<file path="src/rtl/addsub_pkg.sv">
// Shared types and helpers for the signed add/subtract accumulator datapath.
// Provides the operation encoding and signed range limits for any width.
package addsub_pkg;

    typedef enum logic [1:0] {
        OP_ADD     = 2'b00,
        OP_SUB     = 2'b01,
        OP_ACC_ADD = 2'b10,
        OP_ACC_SUB = 2'b11
    } op_e;

    // Limits are returned at 64 bits; callers keep the low width bits they need.
    function automatic logic signed [63:0] smax(input int width);
        return (64'sd1 <<< (width - 1)) - 64'sd1;
    endfunction

    function automatic logic signed [63:0] smin(input int width);
        return -(64'sd1 <<< (width - 1));
    endfunction

endpackage

</file>
<file path="src/rtl/signed_addsub_sat.sv">
// Combinational signed add/subtract with overflow detection and optional clamping.
// The operation is done one bit wider so that subtracting the minimum value is exact.
module signed_addsub_sat
    import addsub_pkg::*;
#(
    parameter int WIDTH    = 8,
    parameter bit SATURATE = 1'b1
) (
    input  logic signed [WIDTH-1:0] x,
    input  logic signed [WIDTH-1:0] y,
    input  logic                    sub,
    output logic signed [WIDTH-1:0] sum,
    output logic                    ovf
);

    localparam logic signed [63:0]      MAX64 = smax(WIDTH);
    localparam logic signed [63:0]      MIN64 = smin(WIDTH);
    localparam logic signed [WIDTH-1:0] SMAX  = MAX64[WIDTH-1:0];
    localparam logic signed [WIDTH-1:0] SMIN  = MIN64[WIDTH-1:0];

    logic signed [WIDTH:0] xe;
    logic signed [WIDTH:0] ye;
    logic signed [WIDTH:0] ext;

    assign xe  = {x[WIDTH-1], x};
    assign ye  = {y[WIDTH-1], y};
    assign ext = sub ? (xe - ye) : (xe + ye);
    assign ovf = ext[WIDTH] != ext[WIDTH-1];

    // The extended sign bit tells the true direction of an overflow.
    always_comb begin
        sum = ext[WIDTH-1:0];
        if (SATURATE && ovf) begin
            sum = ext[WIDTH] ? SMIN : SMAX;
        end
    end

endmodule

</file>
<file path="src/rtl/signed_addsub_acc.sv">
// Registered signed add/subtract unit with valid/ready handshake and an internal accumulator.
// One output register stage; a new beat may be taken in the same cycle the old result is consumed.
module signed_addsub_acc
    import addsub_pkg::*;
#(
    parameter int WIDTH    = 8,
    parameter bit SATURATE = 1'b1
) (
    input  logic                    clk,
    input  logic                    rst_n,
    input  logic                    in_valid,
    output logic                    in_ready,
    input  logic signed [WIDTH-1:0] a,
    input  logic signed [WIDTH-1:0] b,
    input  logic [1:0]              op,
    input  logic                    acc_clr,
    output logic                    out_valid,
    input  logic                    out_ready,
    output logic signed [WIDTH-1:0] result,
    output logic                    overflow,
    output logic signed [WIDTH-1:0] acc
);

    typedef enum logic {
        EMPTY = 1'b0,
        FULL  = 1'b1
    } state_e;

    state_e state_q;
    state_e state_d;

    op_e                     op_sel;
    logic                    accept;
    logic                    is_acc_op;
    logic signed [WIDTH-1:0] acc_operand;
    logic signed [WIDTH-1:0] x;
    logic signed [WIDTH-1:0] y;
    logic signed [WIDTH-1:0] sum;
    logic                    ovf;

    assign op_sel    = op_e'(op);
    assign is_acc_op = (op_sel == OP_ACC_ADD) || (op_sel == OP_ACC_SUB);
    assign out_valid = (state_q == FULL);
    assign in_ready  = !out_valid || out_ready;
    assign accept    = in_valid && in_ready;

    // A clear in the same cycle as an accumulate op makes that op start from zero.
    assign acc_operand = acc_clr ? '0 : acc;
    assign x = is_acc_op ? acc_operand : a;
    assign y = is_acc_op ? a : b;

    signed_addsub_sat #(
        .WIDTH   (WIDTH),
        .SATURATE(SATURATE)
    ) u_addsub (
        .x  (x),
        .y  (y),
        .sub(op[0]),
        .sum(sum),
        .ovf(ovf)
    );

    always_ff @(posedge clk or negedge rst_n) begin
        if (!rst_n) begin
            state_q <= EMPTY;
        end else begin
            state_q <= state_d;
        end
    end

    always_comb begin
        state_d = state_q;
        case (state_q)
            EMPTY:   if (accept) state_d = FULL;
            FULL:    if (out_ready && !accept) state_d = EMPTY;
            default: state_d = EMPTY;
        endcase
    end

    always_ff @(posedge clk or negedge rst_n) begin
        if (!rst_n) begin
            result   <= '0;
            overflow <= 1'b0;
        end else if (accept) begin
            result   <= sum;
            overflow <= ovf;
        end
    end

    // The accumulator keeps the post-saturation/wrap value, matching what was reported.
    always_ff @(posedge clk or negedge rst_n) begin
        if (!rst_n) begin
            acc <= '0;
        end else if (accept && is_acc_op) begin
            acc <= sum;
        end else if (acc_clr) begin
            acc <= '0;
        end
    end

endmodule
</file>
<file path="config.mk">
export PLATFORM = sky130hd
export DESIGN_NAME = signed_addsub_acc
export DESIGN_NICKNAME = d
export VERILOG_FILES = /design/src/rtl/addsub_pkg.sv /design/src/rtl/signed_addsub_sat.sv /design/src/rtl/signed_addsub_acc.sv
export SDC_FILE = /design/constraint.sdc
export NUM_CORES = 1
export LEC_CHECK = 0
export CORE_MARGIN = 3
export CORE_UTILIZATION = 45
export CTS_CLUSTER_DIAMETER = 100
export DETAILED_ROUTE_END_ITERATION = 10
export PLACE_DENSITY_LB_ADDON = 0.15
export SYNTH_ARGS = -nofsm -noshare
export SYNTH_HDL_FRONTEND = slang
export SYNTH_SLANG_ARGS = --single-unit
</file>
<file path="constraint.sdc">
create_clock -name clk -period 6.4 [get_ports clk]
set_clock_uncertainty 0.05 [all_clocks]
set_input_delay 0.96 -clock clk [delete_from_list [all_inputs] [get_ports clk]]
set_output_delay 0.96 -clock clk [all_outputs]
set_load 0.01 [all_outputs]
</file>
==> results.ini <==
[worst_hold_path]
hold_start=result[2]
min_path_cells=2
holdPathEnd=result[2]
hold_path_class=reg -> reg

[yosys]
yosys.area.top_type_share_pct=28.7
synth-edff-count=0
synth_common_cells=20 x nand2_1, 18 x dfrtp_1, 14 x o31ai_1
synth_area_mm2=0.00157
synth_nets=210
yosysUniqueCellTypes=45
synth_area_leaders=dfrtp_1 29%, o31ai_1 6.7%, ha_1 6.4%
synthCells=178
synth_most_common_cell=nand2_1
synth_ff_type=dfrtp_1
synth_top_area_cell=dfrtp_1
synth-seq-cells=18
yosys_warnings=0
ys_async_sr_fraction_pct=100
ys_seq_area_share_pct=28.7
synth.avg_cell_area_um2=8.82

[floorplan]
pin_count=42
coreArea_mm2=0.00318
rows=20
die_x_um=65.1
fp.dieArea_mm2=0.00423
start_util_pct=49.4
die_y_um=65.1

[worst_setup_path]
crit_type=in -> reg
required_ns=6.50
r2r-end=acc[4]
crit_fanout=20
start_kind=input pin
end_kind=flop
rr_startpoint=acc[1]
reg2regPathDepth=9
worst_ep_arrival_time_ns=5.02
r2r_slack_ns=2.97

[clock_tree]
h-tree-depth=1
path_clk_slew_ns=0.09
cts_root_buffer=clkbuf_4
post-cts-setup-buffers=0
clockBufferDepth=2
cts_buffers=3
clock_sinks=18
postCtsHoldBufs=0
insertion_delay_ns=0.29
cts_resized=0
cts_tree=yes

[sta]
grt_setup_unrepaired=false
relSlewSlack_pct=47.2
finalCritPeriodShare_pct=77.0
slew_violations=0
worst_pin_slew_ns=0.789
setup_tns_ns=0
fmax_mhz=203
period_minus_slack_ns=4.93
hold_violations=0
finalSetupViolCount=0

[power_and_ir_drop]
vdd_drop_max_mv=0.177
p_leak_nw=0.839
powerDensity_mw_per_mm2=251

[flow_run]
cap_violations=0

[global_route]
grt_overflow=0
antenna_found_initial=0
grt_pass1_vias=1439
grt_max_degree=21
grtUsageTotal_pct=19.0
grt_pass1_wl_um=6480

[finish]
fillers=306
drive_above_1_share_pct=6.07
area_growth_pct=28.6
antennaDiodeCount=0
layout.nets=248
fin_util_pct=63.5

[placement]
gp_congestion=0.862
dp_hpwl_um=2990
numPortBuffers=41

[drt]
antenna_left=0
viasPerCell=5.56
wirelength_um=3790
routed-via-count=1435
drt-initial-drc-count=55
dr.pass1.iters=4
drc=0
post_drt_wl_per_cell_um=14.7

[status]
outcome=finished clean

logic make-up (layout without fill, tap and decap cells):
group                    after synthesis  count (layout)  share of synthesized area [%]
AO/OA/AOI/OAI                         50              50                           21.9
XOR/XNOR                              12              12                           6.69
adder cells (fa/ha/maj)                9               9                           7.65
buffers and inverters                 12              48                           3.67
flip-flops                            18              18                           28.7
multiplexers                          16              16                           10.8
AND/OR/NAND/NOR                       61              61                           20.6
routing by layer:
metal	part of all wire, %	vias up	track usage [%]
li1	-	728	-
met1	47	677	24.3
met2	48	28	33.5
met3	4.9	2	4.85
met4	0.40	0	1.55
met5	0	-	0
sequential cells by signal, indices dropped and copies added (netlist names):
signal / cells
acc: 8
out_valid: 1
overflow: 1
result: 8
cells in the final DEF, fill, tap and decap left out, types with 2 or more instances in the layout:
cell type | synthesis | routed
clkbuf_4 | 0 | 3
o31ai_1 | 14 | 14
clkdlybuf4s50_1 | 0 | 41
and3b_1 | 2 | 2
nor3_1 | 3 | 3
mux2i_1 | 8 | 8
nor2b_1 | 9 | 9
nand2b_1 | 6 | 6
or3b_1 | 2 | 2
xnor2_1 | 4 | 4
nand3b_1 | 2 | 2
nor2_1 | 8 | 8
inv_1 | 3 | 3
nand2_1 | 20 | 20
o21a_1 | 3 | 3
o21ai_0 | 5 | 5
a21oi_1 | 5 | 5
xor2_1 | 8 | 8
or3_1 | 3 | 3
o21ai_1 | 3 | 3
nand3_1 | 2 | 2
mux2_2 | 7 | 7
a31oi_1 | 7 | 7
a211oi_1 | 2 | 2
dfrtp_1 | 18 | 18
ha_1 | 8 | 8
through the flow:
stage                     total power, W  hold slack (ns)  cells  area, um^2  worst slack [ns]
after detailed placement        0.000455            0.423    255        2000              1.25
final                           0.000507            0.440    258        2020              1.47
after global routing            0.000548            0.470    258        2020              1.07
after global placement          0.000448            0.416    255        2000              1.41
after floorplan                 0.000338            0.467    178        1570              2.30
after CTS                       0.000511            0.445    258        2020              1.50
report_power, final:
| part | total [W] | leakage [nW] | switching [W] | internal (W) |
|---|---|---|---|---|
| logic | 0.000291 | 0.596 | 0.000148 | 0.000143 |
| registers | 0.000163 | 0.229 | 0.0000166 | 0.000146 |
| clock network | 0.0000540 | 0.0138 | 0.0000321 | 0.0000219 |
| total | 0.000507 | 0.839 | 0.000197 | 0.000311 |
worst max-delay path by stage:
| stage | cells after the start | startpoint | end |
|---|---|---|---|
| floorplan | 12 | op[1] | result[5] |
| global placement | 11 | op[1] | result[2] |
| detailed placement | 13 | op[1] | acc[2] |
| CTS | 13 | op[1] | acc[4] |
| global route | 13 | op[1] | acc[4] |
| finish | 13 | op[1] | acc[4] |
area by class of cell:
cell class | count | area (um^2) | share of cell area, %
Multi-Input combinational cell | 148 | 1060 | 52.6
Clock buffer | 3 | 22.5 | 1.12
Inverter | 3 | 11.3 | 0.558
Timing Repair Buffer | 42 | 418 | 20.7
Tap cell | 44 | 55.1 | 2.73
Sequential cell | 18 | 450 | 22.3
worst max-delay path: stages:
cell	delay, ns
clkdlybuf4s50_1	0.71
buf_4	0.32
or4b_1	0.52
a22oi_1	0.26
a21oi_1	0.11
xor2_1	0.18
ha_1	0.21
nor3_1	0.26
o21ai_1	0.12
a31oi_1	0.22
nand3_1	0.32
a21oi_2	0.66
o31ai_1	0.18
Power figures use the tool's default switching activity.
